<file path="src/rtl/block_pack.sv">
`timescale 1ns/1ps
// block_pack: packs 2-bit pixel columns into a pair of ROW_WIDTH-bit row words.
// The first accepted column of a row lands at the MSB (leftmost pixel).
// A single registered output slot holds the completed row pair until popped.
// Optional flush support is compiled in with the BLOCK_PACK_FLUSH_EN macro;
// without it the i_flush / o_row_partial ports and all flush logic are absent.
module block_pack #(
    parameter int ROW_WIDTH = 512
) (
    input  logic                 i_clk,
    input  logic                 i_rst,
`ifdef BLOCK_PACK_FLUSH_EN
    input  logic                 i_flush,
    output logic                 o_row_partial,
`endif
    input  logic                 i_col_valid,
    input  logic [1:0]           i_col,
    output logic                 o_col_ready,
    output logic                 o_row_valid,
    output logic [ROW_WIDTH-1:0] o_1st_row_512bit,
    output logic [ROW_WIDTH-1:0] o_2nd_row_512bit,
    input  logic                 i_row_ready
);

    localparam int             CNT_W    = (ROW_WIDTH > 1) ? $clog2(ROW_WIDTH) : 1;
    localparam logic [CNT_W-1:0] LAST_COL = CNT_W'(ROW_WIDTH - 1);

    // Accumulation state (columns of the row currently being assembled)
    logic [ROW_WIDTH-1:0] acc1_p0;
    logic [ROW_WIDTH-1:0] acc2_p0;
    logic [CNT_W-1:0]     col_cnt_p0;

    // Output slot
    logic [ROW_WIDTH-1:0] row1_p1;
    logic [ROW_WIDTH-1:0] row2_p1;
    logic                 vld_p1;

    // Accumulators with the current column merged in (used for the in-cycle transfer)
    logic [ROW_WIDTH-1:0] acc1_wr;
    logic [ROW_WIDTH-1:0] acc2_wr;
    logic [CNT_W-1:0]     bit_idx;

    logic last_col;
    logic slot_free;
    logic col_ready;
    logic accept;
    logic pop;
    logic full_xfer;
    logic acc_clear;
    logic slot_load;

    assign last_col  = (col_cnt_p0 == LAST_COL);
    assign slot_free = !vld_p1 || i_row_ready;
    assign accept    = i_col_valid && col_ready;
    assign pop       = vld_p1 && i_row_ready;
    assign full_xfer = accept && last_col;
    // Leftmost pixel first: column k goes to bit ROW_WIDTH-1-k.
    assign bit_idx   = LAST_COL - col_cnt_p0;

`ifdef BLOCK_PACK_FLUSH_EN
    logic flush_pending;
    logic flush_xfer;
    logic flush_drop;
    logic row_partial_p1;

    // A flush only moves data when there is something accumulated and the slot can take it;
    // an empty accumulator just retires the request.
    assign flush_xfer = flush_pending && slot_free && (col_cnt_p0 != '0);
    assign flush_drop = flush_pending && (col_cnt_p0 == '0);
    // The last column of a row may only enter when the slot can take the finished row,
    // which makes ready depend combinationally on i_row_ready.
    assign col_ready  = (!last_col || slot_free) && !flush_pending;
    assign acc_clear  = full_xfer || flush_xfer;
    assign slot_load  = full_xfer || flush_xfer;

    // Flush request latch: set by the pulse, cleared once the flush has been resolved.
    always_ff @(posedge i_clk or posedge i_rst) begin
        if (i_rst) begin
            flush_pending <= 1'b0;
        end else if (i_flush) begin
            flush_pending <= 1'b1;
        end else if (flush_xfer || flush_drop) begin
            flush_pending <= 1'b0;
        end
    end

    // Partial-row flag travels with the output slot contents.
    always_ff @(posedge i_clk or posedge i_rst) begin
        if (i_rst) begin
            row_partial_p1 <= 1'b0;
        end else if (full_xfer) begin
            row_partial_p1 <= 1'b0;
        end else if (flush_xfer) begin
            row_partial_p1 <= 1'b1;
        end else if (pop) begin
            row_partial_p1 <= 1'b0;
        end
    end

    assign o_row_partial = row_partial_p1;
`else
    // The last column of a row may only enter when the slot can take the finished row,
    // which makes ready depend combinationally on i_row_ready.
    assign col_ready = !last_col || slot_free;
    assign acc_clear = full_xfer;
    assign slot_load = full_xfer;
`endif

    // Merge the incoming column into a copy of the accumulators.
    always_comb begin
        acc1_wr = acc1_p0;
        acc2_wr = acc2_p0;
        if (accept) begin
            acc1_wr[bit_idx] = i_col[1];
            acc2_wr[bit_idx] = i_col[0];
        end
    end

    // ---- stage p0: column accumulation ----
    // Accumulators and column counter: write on accept, clear when the row leaves.
    always_ff @(posedge i_clk or posedge i_rst) begin
        if (i_rst) begin
            acc1_p0    <= '0;
            acc2_p0    <= '0;
            col_cnt_p0 <= '0;
        end else if (acc_clear) begin
            acc1_p0    <= '0;
            acc2_p0    <= '0;
            col_cnt_p0 <= '0;
        end else if (accept) begin
            acc1_p0    <= acc1_wr;
            acc2_p0    <= acc2_wr;
            col_cnt_p0 <= col_cnt_p0 + CNT_W'(1);
        end
    end

    // ---- stage p1: output slot ----
    // Output slot: load on transfer (overrides a simultaneous pop), frozen while held.
    always_ff @(posedge i_clk or posedge i_rst) begin
        if (i_rst) begin
            row1_p1 <= '0;
            row2_p1 <= '0;
            vld_p1  <= 1'b0;
        end else if (slot_load) begin
            // During a flush no column is accepted, so acc*_wr equals the accumulators.
            row1_p1 <= acc1_wr;
            row2_p1 <= acc2_wr;
            vld_p1  <= 1'b1;
        end else if (pop) begin
            vld_p1  <= 1'b0;
        end
    end

    assign o_col_ready      = col_ready;
    assign o_row_valid      = vld_p1;
    assign o_1st_row_512bit = row1_p1;
    assign o_2nd_row_512bit = row2_p1;

endmodule

</file>
<file path="config.mk">
export PLATFORM = sky130hd
export DESIGN_NAME = block_pack
export DESIGN_NICKNAME = d
export VERILOG_FILES = /design/src/rtl/block_pack.sv
export SDC_FILE = /design/constraint.sdc
export NUM_CORES = 2
export LEC_CHECK = 0
export CAP_MARGIN = 20
export CORE_MARGIN = 8
export CORE_UTILIZATION = 48
export DETAILED_ROUTE_END_ITERATION = 8
export PLACE_DENSITY = 0.72
export REMOVE_ABC_BUFFERS = 1
export SLEW_MARGIN = 20
export SYNTH_ARGS = -nofsm -noshare
export SYNTH_HDL_FRONTEND = slang
export SYNTH_SLANG_ARGS = --single-unit
</file>
<file path="constraint.sdc">
create_clock -name i_clk -period 108.6 [get_ports i_clk]
set_input_delay 32.58 -clock i_clk [delete_from_list [all_inputs] [get_ports i_clk]]
set_output_delay 32.58 -clock i_clk [all_outputs]
set_load 0.02 [all_outputs]
</file>
Yosys cells after proc, flatten, opt, wreduce, memory -nomap -nowiden
Index checks and enable logic that the tools add are counted.
W data, S select, Z words.
- register bits: 2058
- input bits: 6
- output and inout port bits: 1026
- logic and storage cells: 35
- add/sub/neg operators: 2
- $lt $le $gt $ge: 2
- eq/ne operators: 1
- multiplexer cells: 14
- reduce and logical (&&, ||, !) cells: 10
- operator list (cell ; number):
    $mux W512 ; 6
    $bwmux W512 ; 2
    $mux W9 ; 2
    $lt A9 B10 Y1 const B ; 1
    $add A9 B1 Y9 const B ; 1
    $demux W1 S9 ; 1
    $eq A9 B9 Y1 const B ; 1
    $ge A9 B1 Y1 const B ; 1
    $sub A9 B9 Y9 const A ; 1
    $logic_and A1 B1 Y1 ; 4
    $reduce_bool A2 Y1 ; 2
    $mux W1 ; 3
    $logic_not A1 Y1 ; 2
    $logic_or A1 B1 Y1 ; 2

Logic depth before layout (Yosys ltp)
- depth after elaboration: 9
- gate-level depth with buffers: 17
- depth with buffers taken out: 9

Worst setup path after synthesis
No wires, ideal clock.
- path kind: input to output
- start point: input port i_row_ready
- end point: output port o_col_ready
- arrival: 33578 ps
- data required time: 76020 ps
- setup slack: 42442 ps
- cell stages on the path: 6
- path buffers: 4
- cells stage by stage: and3b_1 -> buf_2 -> inv_2 -> buf_2 -> buf_2 -> buf_2
- cells in the longest elaborated chain, start to end: 2
- RTL lines (element ; RTL line ; source):
    from (decl) ; 22 ; input logic i_row_ready
    $logic_or A1 B1 Y1 ; 53 ; assign slot_free = !vld_p1 || i_row_ready;
    $logic_or A1 B1 Y1 ; 104 ; assign col_ready = !last_col || slot_free;
    to (decl) ; 18 ; output logic o_col_ready,
Every way passes these cells.

Worst setup path in the final report
Ends and elaborated chain as after synthesis.

==> impl_metrics.ini <==
[floorplanning]
die_h_um = 454
die_area_um2 = 206000
core_um2 = 190000
fp-row-count = 160
io_pins = 1032
die_x_um = 454
start_util = 0.483

[timing]
hold_viol = 0
fin_skew_ps = 38.3
fin_ws_ps = 41590
setup-violations-final = 0
tightest_slew_ps = 1310
fin_tns_setup_ps = 0
max_freq_ghz = 0.0149
min_period_ps = 67010
relSlewSlack = 0.129
fin_crit_sh = 0.617
maxSlewViolCount = 0
rsz0062_at_grt = no

[run_status]
outcome = finished, final reports clean

[cts]
cts_buffers = 212
cts_buffer_depth = 3
cts_root_buf = clkbuf_16
cts_sinks = 2058
cts-resized-gates = 0
clk_latency_ps = 900
post_cts_buffers = 0
tritoncts = done
clkTransAtPathRegs_ps = 60
cts.hold.buffers_added = 0
cts.htree.levels = 4

[logic_synthesis]
yosys_warnings = 0
synth_edf_count = 0
synthArstFlopShare = 1.00
syn_area_um2 = 92000
syn_area_per_cell_um2 = 9.48
yosys_register_bits = 2058
netlist_instances = 9710
synth-seq-area-share = 0.560
synthDistinctLibCells = 64
synth_flop_cell = dfrtp_1

[global_routing]
grt_max_degree = 205
overflow = 0
grt_antenna_before_repair = 15
grt.total_usage = 0.398
grt_pass1_wl_mm = 607
grt_pass1_vias = 85400

[route]
first_pass_iters = 9
totalWireLength_mm = 428
num_vias = 88700
drt-initial-drc-count = 12600
routedWlPerCell_um = 33.3
via_per_inst = 6.90
drc = 0
postRouteAntennaNets = 0

[min_path]
min_path_cells = 2
min_path_type = reg -> reg

[setup_path]
rr_worst_depth = 11
critPathMaxStageDelay_ps = 580
critPathTopFamily = buffers and inverters
worst-path-buf-inv = 4
cp_num_cells = 5
worstPathRequired_ps = 76020
crit_top_cell = clkdlybuf4s50_1
cp-start-kind = primary input
worstPathArrival_ps = 34430
cp_max_fo = 12
path_class = in -> out
worstPathCellList = clkdlybuf4s50_1, and3b_4, clkinv_2, buf_4, clkdlybuf4s50_1
slowest_stage = clkdlybuf4s50_1
crit_path_end_kind = output port

[layout]
mostFrequentLayoutCells = dfrtp_1, a21oi_1, o21ai_0
drive_gt1_frac = 0.0780
nets = 10200
final_area_um2 = 111000
syn2layout_area_growth_pct = 20.8
mostFrequentLayoutCell = dfrtp_1

[place]
post-place-ws_ps = 41600
placed_cell_area_um2 = 104000
hpwl_mm = 260
numPortBuffers = 1031
place.gp.congestion = 0.890

[power]
power.ir.vdd_worst_mv = 0.0190
power_mw = 1.79
cellLeakagePower_nw = 48.6
p_per_area_nw_per_um2 = 16.1

[flow_run]
max-cap-violations = 0
==> metrics by stage <==
stage               hold WS (ps)   util  cells
floorplan                    443      -   8705
global placement             454  0.544  12500
detailed placement           467  0.544  12500
CTS                          482  0.583  12800
global route                 495  0.584  12900
finish                       479  0.584  12900
==> metal layers <==
metal | track usage | routed length (um) | vias up
met2 | 0.559 | 176000 | 7211
met1 | 0.489 | 146000 | 44000
met4 | 0.343 | 46800 | 8
met3 | 0.134 | 58800 | 1721
li1 | - | - | 35800
met5 | 0 | 58 | -
==> worst reg2reg max path, delay by kind of cell (launching register included) <==
family          cells  cell delay, ps
flops               1             880
simple gates        4            1700
buf+inv             5            4060
fa+ha+maj           1             630
compound gates      1             340
==> synthesized netlist by cell type, types with 19 or more instances <==
library cell  count  area (um2)
a21oi_1        1537        7690
a221oi_1        223        1950
a221oi_2         20         300
a22o_1          390        3420
a31oi_1          98         613
a32o_1           43         430
buf_1            53         199
buf_2           208        1040
clkbuf_1        723        2710
dfrtp_1        2058       51500
inv_1           315        1180
mux2i_1          90         901
nand2_1         256         961
nand2b_1         19         119
nand3_1          46         230
nand4_1          25         156
nor2_1         1334        5010
nor3_1           21         105
nor4_1          159         995
o21ai_0        1388        6950
o21ai_1          26         130
o22ai_1         308        1930
o2bb2ai_1        70         613
or4_1            22         165
or4_4            91        1020
==> flip-flops by register name, summed over array words and instances (netlist names) <==
| name | cells |
|---|---|
| acc1_p0 | 512 |
| acc2_p0 | 512 |
| o_1st_row_512bit | 512 |
| o_2nd_row_512bit | 512 |
| col_cnt_p0 | 9 |
| o_row_valid | 1 |
==> where the power goes <==
group / internal (mW) / switching (mW)
logic: 0.0328 / 0.176
registers: 0.786 / 0.0140
clock network: 0.455 / 0.328
total: 1.27 / 0.518
==> cells by family (layout without fill, tap and decap cells) <==
family / count (synthesis) / count (layout) / synth area share
AO/OA/AOI/OAI: 4138 / 4138 / 0.264
XOR/XNOR: 4 / 4 / 0.000381
adder cells (fa/ha/maj): 5 / 5 / 0.000680
buffers and inverters: 1322 / 1953 / 0.0579
flip-flops: 2058 / 2058 / 0.560
multiplexers: 91 / 91 / 0.00991
other: 0 / 7 / 0
AND/OR/NAND/NOR: 2092 / 2092 / 0.108
==> final cells by class <==
cell class                      count  area (um2)
Clock inverter                     72        1110
Tap cell                         2511        3140
Sequential cell                  2058       51500
Timing Repair Buffer             1246       12100
Fill cell                       15900       79200
Multi-Input combinational cell   6330       35700
Clock buffer                      318        6320
Antenna cell                        7        17.5
Inverter                          317        1210
==> path summary, 6_finish.rpt <==
kind                                                   start                                end  slack (ps)
setup / recovery                                 i_row_ready                        o_col_ready       41590
hold / removal             o_1st_row_512bit[179]$_DFFE_PP0P_  o_1st_row_512bit[179]$_DFFE_PP0P_         480
setup reg to reg                   col_cnt_p0[4]$_DFFE_PP0P_           acc2_p0[222]$_DFFE_PP0P_      100820
hold reg to reg            o_1st_row_512bit[179]$_DFFE_PP0P_  o_1st_row_512bit[179]$_DFFE_PP0P_         480
max in group asynchronous                              i_rst  o_2nd_row_512bit[230]$_DFFE_PP0P_       71920
min in group asynchronous                              i_rst  o_1st_row_512bit[405]$_DFFE_PP0P_       32230
Power figures use the tool's default switching activity.
